**src/rtl/loopback_fifo_pkg.sv**
```systemverilog
// Shared encodings for the loopback FIFO: per-channel transform modes and release FSM states.
package loopback_fifo_pkg;

  localparam logic [1:0] MODE_PASS = 2'b00;
  localparam logic [1:0] MODE_INV  = 2'b01;
  localparam logic [1:0] MODE_REV  = 2'b10;
  localparam logic [1:0] MODE_DROP = 2'b11;

  typedef enum logic [1:0] {
    StIdle  = 2'b00,
    StFill  = 2'b01,
    StDrain = 2'b10
  } state_e;

endpackage

```
**src/rtl/loopback_fifo_chan.sv**
```systemverilog
// One loopback channel: write transform, FWFT FIFO and burst release FSM with idle timer.
// Optional per-channel traffic counters when LOOPBACK_FIFO_STATS_EN is defined.
module loopback_fifo_chan
  import loopback_fifo_pkg::*;
#(
  parameter int unsigned WIDTH     = 8,
  parameter int unsigned DEPTH     = 64,
  parameter int unsigned THRESHOLD = 8,
  parameter int unsigned TIMEOUT   = 1024
) (
  input  logic             clk_i,
  input  logic             rst_i,
  input  logic [WIDTH-1:0] out_data_i,
  input  logic             out_valid_i,
  output logic             out_ready_o,
  output logic [WIDTH-1:0] in_data_o,
  output logic             in_valid_o,
  input  logic             in_ready_i,
  input  logic [1:0]       mode_i
`ifdef LOOPBACK_FIFO_STATS_EN
  ,
  output logic [31:0]      rx_count_o,
  output logic [31:0]      tx_count_o
`endif
);

  localparam int unsigned AW = $clog2(DEPTH);
  localparam int unsigned CW = AW + 1;
  localparam int unsigned TW = $clog2(TIMEOUT);
  localparam logic [TW-1:0] TimerMax = TW'(TIMEOUT - 1);
  localparam logic [CW-1:0] CntFull  = CW'(DEPTH);
  localparam logic [CW-1:0] CntThr   = CW'(THRESHOLD);

  logic [WIDTH-1:0] mem [DEPTH];
  logic [AW-1:0]    wr_ptr_q, rd_ptr_q;
  logic [CW-1:0]    count_q, count_d;
  logic [TW-1:0]    timer_q, timer_d;
  state_e           state_q, state_d;
  logic [WIDTH-1:0] wdata;
  logic             full, empty, wr, store, rd;

  assign full  = (count_q == CntFull);
  assign empty = (count_q == '0);

  // Ready is gated by reset so the port reads low while rst_i is held.
  assign out_ready_o = ~rst_i & ~full;
  assign in_valid_o  = (state_q == StDrain) & ~empty;
  assign in_data_o   = empty ? '0 : mem[rd_ptr_q];

  assign wr    = out_valid_i & out_ready_o;
  assign store = wr & (mode_i != MODE_DROP);
  assign rd    = in_valid_o & in_ready_i;

  always_comb begin
    wdata = out_data_i;
    case (mode_i)
      MODE_INV: wdata = ~out_data_i;
      MODE_REV: begin
        for (int i = 0; i < int'(WIDTH); i++) begin
          wdata[i] = out_data_i[WIDTH-1-i];
        end
      end
      default: wdata = out_data_i;
    endcase
  end

  assign count_d = count_q + CW'(store) - CW'(rd);

  always_comb begin
    state_d = state_q;
    timer_d = timer_q;
    case (state_q)
      StIdle: begin
        if (store) begin
          state_d = StFill;
          timer_d = '0;
        end
      end
      StFill: begin
        if (wr) begin
          timer_d = '0;
        end else if (timer_q != TimerMax) begin
          timer_d = timer_q + 1'b1;
        end
        if ((count_d >= CntThr) || (count_d == CntFull) || (timer_q == TimerMax)) begin
          state_d = StDrain;
        end
      end
      StDrain: begin
        timer_d = '0;
        // Leaving only once nothing is buffered keeps late writes in the current burst.
        if (count_d == '0) begin
          state_d = StIdle;
        end
      end
      default: state_d = StIdle;
    endcase
  end

  always_ff @(posedge clk_i) begin
    if (rst_i) begin
      state_q  <= StIdle;
      timer_q  <= '0;
      count_q  <= '0;
      wr_ptr_q <= '0;
      rd_ptr_q <= '0;
    end else begin
      state_q <= state_d;
      timer_q <= timer_d;
      count_q <= count_d;
      if (store) wr_ptr_q <= wr_ptr_q + 1'b1;
      if (rd)    rd_ptr_q <= rd_ptr_q + 1'b1;
    end
  end

  always_ff @(posedge clk_i) begin
    if (store) mem[wr_ptr_q] <= wdata;
  end

`ifdef LOOPBACK_FIFO_STATS_EN
  logic [31:0] rx_q, tx_q;

  always_ff @(posedge clk_i) begin
    if (rst_i) begin
      rx_q <= '0;
      tx_q <= '0;
    end else begin
      if (store) rx_q <= rx_q + 32'd1;
      if (rd)    tx_q <= tx_q + 32'd1;
    end
  end

  assign rx_count_o = rx_q;
  assign tx_count_o = tx_q;
`endif

endmodule

```
**src/rtl/loopback_fifo.sv**
```systemverilog
// USB loopback buffer: CHANNELS independent transform + burst FIFO channels.
// Define LOOPBACK_FIFO_STATS_EN to add rx_count_o/tx_count_o traffic counters.
module loopback_fifo
  import loopback_fifo_pkg::*;
#(
  parameter int unsigned WIDTH     = 8,
  parameter int unsigned DEPTH     = 64,
  parameter int unsigned CHANNELS  = 1,
  parameter int unsigned THRESHOLD = 8,
  parameter int unsigned TIMEOUT   = 1024
) (
  input  logic                      clk_i,
  input  logic                      rst_i,
  input  logic [CHANNELS*WIDTH-1:0] out_data_i,
  input  logic [CHANNELS-1:0]       out_valid_i,
  output logic [CHANNELS-1:0]       out_ready_o,
  output logic [CHANNELS*WIDTH-1:0] in_data_o,
  output logic [CHANNELS-1:0]       in_valid_o,
  input  logic [CHANNELS-1:0]       in_ready_i,
  input  logic [2*CHANNELS-1:0]     mode_i
`ifdef LOOPBACK_FIFO_STATS_EN
  ,
  output logic [32*CHANNELS-1:0]    rx_count_o,
  output logic [32*CHANNELS-1:0]    tx_count_o
`endif
);

  for (genvar c = 0; c < int'(CHANNELS); c++) begin : g_chan
    loopback_fifo_chan #(
      .WIDTH     (WIDTH),
      .DEPTH     (DEPTH),
      .THRESHOLD (THRESHOLD),
      .TIMEOUT   (TIMEOUT)
    ) u_chan (
      .clk_i       (clk_i),
      .rst_i       (rst_i),
      .out_data_i  (out_data_i[c*WIDTH +: WIDTH]),
      .out_valid_i (out_valid_i[c]),
      .out_ready_o (out_ready_o[c]),
      .in_data_o   (in_data_o[c*WIDTH +: WIDTH]),
      .in_valid_o  (in_valid_o[c]),
      .in_ready_i  (in_ready_i[c]),
      .mode_i      (mode_i[2*c +: 2])
`ifdef LOOPBACK_FIFO_STATS_EN
      ,
      .rx_count_o  (rx_count_o[32*c +: 32]),
      .tx_count_o  (tx_count_o[32*c +: 32])
`endif
    );
  end

endmodule

```
**config.mk**
```make
export PLATFORM = sky130hd
export DESIGN_NAME = loopback_fifo
export DESIGN_NICKNAME = d
export VERILOG_FILES = /design/src/rtl/loopback_fifo_pkg.sv /design/src/rtl/loopback_fifo_chan.sv /design/src/rtl/loopback_fifo.sv
export SDC_FILE = /design/constraint.sdc
export NUM_CORES = 1
export LEC_CHECK = 0
export ABC_CLOCK_PERIOD_IN_PS = 4600
export CORE_AREA = 2 2 200 202
export CTS_BUF_LIST = sky130_fd_sc_hd__clkbuf_16
export DETAILED_ROUTE_END_ITERATION = 10
export DIE_AREA = 0 0 202 204
export GPL_ROUTABILITY_DRIVEN = 0
export HOLD_SLACK_MARGIN = 0.06
export PLACE_DENSITY = 0.73
export REMOVE_ABC_BUFFERS = 1
export SYNTH_ARGS = -nofsm -noshare
export SYNTH_HDL_FRONTEND = slang
export SYNTH_SLANG_ARGS = --single-unit
```
**constraint.sdc**
```tcl
create_clock -name clk_i -period 4.6 [get_ports clk_i]
set_clock_uncertainty 0.1 [all_clocks]
set_input_delay 0.92 -clock clk_i [delete_from_list [all_inputs] [get_ports clk_i]]
set_output_delay 0.92 -clock clk_i [all_outputs]
set_load 0.01 [all_outputs]
```
Yosys cells after proc, flatten, opt, wreduce, memory -nomap -nowiden
Memory sizes are Yosys's and may differ from the RTL's. A register that Yosys moved wholly into a read port is not among the register bits.
Cells that the tools add are included.
Word-level totals
  flip-flop bits (word level): 31
  memory bits (writable): 512
  word-level logic and storage cells: 56
  memories: 1
Memory list
  g_chan[0].u_chan.mem: words 64, bits a word 8, rd ports 1, clocked after Yosys merged registers in 1, write ports 1, line loopback_fifo_chan.sv:34  | logic [WIDTH-1:0] mem [DEPTH];
Cells by class
  add/sub/neg operators: 5
  $lt $le $gt $ge: 1
  eq/ne operators: 13
  mux-type cells: 14
  bitwise gates (word level): 9
  reductions and logical operators: 8
Operators with widths (count)
  10-bit two-way mux: 3
  10-bit case mux with 3 select lines: 1
  8-bit case mux with 2 select lines: 1
  7-bit == test, second input constant: 2
  7-bit logical NOT: 2
  6-bit by 1-bit adder with 6-bit output, second input constant: 2
  6-bit two-way mux: 2
  10-bit by 1-bit adder with 10-bit output, second input constant: 1
  10-bit == test, second input constant: 1
  10-bit != test, second input constant: 1
  8-bit two-way mux: 1
  8-bit NOT: 1
  7-bit by 1-bit adder with 7-bit output: 1
  7-bit by 4-bit greater-or-equal comparator with 1-bit output, second input constant: 1
  7-bit by 1-bit subtractor with 7-bit output: 1
  2-bit two-way mux: 3
  2-bit case mux with 3 select lines: 1
  3-bit AND reduction: 2
  1-bit bitwise AND: 5
  2-bit by 1-bit == test with 1-bit output, second input constant: 2
  2-bit == test, second input constant: 2
  2-bit by 1-bit != test with 1-bit output, second input constant: 2
  2-bit != test, second input constant: 2
  3-bit by 1-bit != test with 1-bit output, second input constant: 1
  5 further kinds: 9

Logic depth before layout (Yosys ltp)
  word-level depth: 12
  gate-level depth with buffers: 16

Worst setup path before layout
Ideal clock, no wire load.
  kind: input to register
  start point: in mode_i[0]
  end point: mem g_chan[0].u_chan.mem[0][7] (data pin)
  setup time: 548 ps
  arrival time: 3431 ps
  required time: 3952 ps
  slack: 521 ps
  stages on the path: 5
  buffers on the path: 1
  cell sequence: inv_1 > ha_1 > clkbuf_1 > a221oi_1 > a21oi_1
On the way
  longest elaborated chain between the ends: 2
RTL lines
  from (decl): line loopback_fifo.sv:20  | input logic [2*CHANNELS-1:0] mode_i
  2-bit == test / 2-bit by 1-bit == test with 1-bit output (equally long branches): line loopback_fifo_chan.sv:56  | case (mode_i)
  8-bit case mux with 2 select lines (*): line loopback_fifo_chan.sv:56
  named net g_chan[0].u_chan.wdata[7]: line loopback_fifo_chan.sv:39  | logic [WIDTH-1:0] wdata;
  to (decl): line loopback_fifo_chan.sv:34
Mark *: on every way through the listed nets, which the timed path passes. The rest lies on a longest branch.

==> out/metrics.cfg <==
[run]
maxCapViolCount=0

[floorplan]
fp.dieW_um=202
core-area_um2=39200
num_rows=73
die_area_um2=41200
initial_core_util=0.564
ios=24
fp.dieH_um=204

[route]
initialDrtViolationCount=1253
totalWireLength_um=49000
num_vias=11500
antenna_left=0
firstDrtPassIters=5
viasPerCell=6.28
wl_per_cell_um=26.8
drc=0

[worst_setup_path]
crit_path_max_incr_delay_ns=0.82
r2r-end=g_chan[0].u_chan.state_q[1]$_SDFFE_PP0P_
r2r_cells=16
end_kind=output pin
slowest_stage=dfxtp_1
crit_type=reg -> out
cp-start-kind=flip-flop
crit_path_cell_trace=nor2b_1 > and2_1 > a22oi_1 > o21ai_1 > o221ai_1 > o211ai_1 > clkdlybuf4s50_1
cp.arrival_ns=3.45
required_ns=3.58
crit_end=in_data_o[6]
path_max_fanout=16
r2r-start=g_chan[0].u_chan.count_q[5]$_SDFF_PP0_
reg2reg_slack_ns=0.85

[cells_and_area]
diodes=0
most-common-layout-cells=edfxtp_1, nor2_1, mux4_2, buf_4, clkbuf_16
layout.nets=1288
drive_above_1_share=0.217
instances_no_fill=1826
fillers=2617
layout.area.seq_um2=16100
final_common_cell=edfxtp_1
multi_input_area_um2=5610
areaGrowthSynthToFinish_pct=12.9
final_area_um2=25000

[global_route]
grt_pass1_wl_um=73500
grt_pass1_vias=11500
grt_max_degree=65
grtUsageTotal=0.243
grt_overflow_total=0
antenna_found_initial=1

[logic_synthesis]
synth-seq-cells=549
syn-instance-count=1167
synth-edff-count=512
ys_seq_area_frac=0.729
synth_warnings=0
syn_area_um2=22100
async_flop_share=0
syn_area_per_cell_um2=19.0
ys_types=68
synthFlopType=edfxtp_1

[placement]
dp_cells=1722
dpl_cell_area_um2=23300
portBuffers=23
dp_hpwl_um=30600

[run_status]
outcome=complete, no violations

[sta]
fin_crit_sh=0.972
setup_violations=0
final_hold_viol_count=0
worst_pin_slew_ns=0.968
max_freq_ghz=0.224
slew_violations=0
slew_headroom=0.352
fin_crit_ns=4.47
rsz0062_at_grt=no

[cts]
cts-hold-fix-buffers=0
cts_buffer_depth=3
clock-sinks=549
clk_pin_slew_ns=0.06
htree_levels=2
cts_tree=yes
numCtsBuffers=53
root_buffer=clkbuf_16
clock_latency_ns=0.57

[power_and_ir_drop]
peakVddDrop_mv=0.303
leakage_nw=7.74
p_per_area_nw_per_um2=437

[worst_hold_path]
hold_path_class=reg -> reg
min_delay_path_depth=2

## per-stage QoR
step           TNS [ns]  setup WS (ns)  power (mW)   util  hold slack [ns]
2_1_floorplan    -14.60          -1.87        6.54      -            0.372
3_3_place_gp          0          0.709        6.95  0.594            0.389
3_5_place_dp          0          0.612        6.98  0.594            0.403
4_1_cts               0         0.0963        11.0  0.635            0.425
5_1_grt               0         0.0489        11.3  0.637            0.462
6_report              0          0.129        10.9  0.637            0.426
## logic make-up after synthesis
family | share of synthesized area
AND/OR/NAND/NOR | 0.0480
multiplexers | 0.141
XOR/XNOR | 0.00752
flip-flops | 0.729
AO/OA/AOI/OAI | 0.0440
buffers and inverters | 0.0217
adder cells (fa/ha/maj) | 0.00939
## cell usage after synthesis, drive strengths merged (9+ instances only)
library cell	n	share of area
edfxtp	512	0.70
nand2	28	0.0048
mux2i	16	0.0072
nor2b	9	0.0025
or3	11	0.0031
xor2	9	0.0036
mux4	126	0.13
o22ai	23	0.0065
nor2	110	0.019
buf	40	0.014
inv	23	0.0039
xnor2	10	0.0040
a221oi	13	0.0051
clkbuf	20	0.0034
a21oi	24	0.0056
o21ai	12	0.0029
o221ai	9	0.0041
a22oi	9	0.0031
nand2b	13	0.0037
dfxtp	37	0.033
ha	15	0.0085
## worst min path at each step
| stage | start | end | slack [ns] |
|---|---|---|---|
| 2_1_floorplan | g_chan[0].u_chan.rd_ptr_q[5]$_SDFFE_PP0P_ | flip-flop | 0.37 |
| 3_3_place_gp | g_chan[0].u_chan.rd_ptr_q[5]$_SDFFE_PP0P_ | g_chan[0].u_chan.rd_ptr_q[5]$_SDFFE_PP0P_ | 0.39 |
| 3_5_place_dp | g_chan[0].u_chan.rd_ptr_q[5]$_SDFFE_PP0P_ | flip-flop | 0.40 |
| 4_1_cts | g_chan[0].u_chan.timer_q[9]$_SDFFE_PP0P_ | g_chan[0].u_chan.timer_q[9]$_SDFFE_PP0P_ | 0.42 |
| 5_1_grt | g_chan[0].u_chan.rd_ptr_q[5]$_SDFFE_PP0P_ | flip-flop | 0.46 |
| 6_report | g_chan[0].u_chan.timer_q[9]$_SDFFE_PP0P_ | g_chan[0].u_chan.timer_q[9]$_SDFFE_PP0P_ | 0.43 |
## power breakdown
group	total, mW	switching [mW]	internal, mW	leakage, nW
clock	4.03	1.77	2.26	0.854
sequential	5.66	0.0410	5.62	4.85
combinational	1.22	0.742	0.482	2.04
total	10.9	2.55	8.36	7.74
## sequential cells by signal, indices dropped and copies added (netlist names), named ones only
name	cells
g_chan.u_chan.mem	512
g_chan.u_chan.timer_q	10
g_chan.u_chan.count_q	7
g_chan.u_chan.rd_ptr_q	6
g_chan.u_chan.wr_ptr_q	6
g_chan.u_chan.state_q	2
## cell type report
class	instances	area share
inverter	23	0.00346
multi-input combinational	535	0.225
clock buffer	55	0.0551
tap	525	0.0263
sequential	549	0.646
clock inverter	43	0.00952
timing repair buffer	96	0.0347
## critical path, delay by kind of cell (launching register included)
kind	cells	cell delay, ns
flip-flops	1	0.82
AO/OA/AOI/OAI	4	0.79
AND/OR/NAND/NOR	2	0.66
buffers and inverters	1	0.62
## routing by layer
layer / track usage / share of wire / wire, um / up-vias
met1: 0.345 / 0.41 / 19900 / 5932
met4: 0.0683 / 0.023 / 1140 / 0
li1: - / - / - / 4935
met2: 0.391 / 0.49 / 23800 / 523
met5: 0 / 0 / 0 / -
met3: 0.0462 / 0.084 / 4130 / 76
## timing repair
| item | 4_1_cts | 5_1_grt |
|---|---|---|
| setup endpoints to repair | 0 | 3 |
| endpoints found under the hold margin | 0 | 0 |
| setup buffers | 0 | 6 |
| gates resized for setup | 0 | 1 |
(Power assumes the default switching activity.)
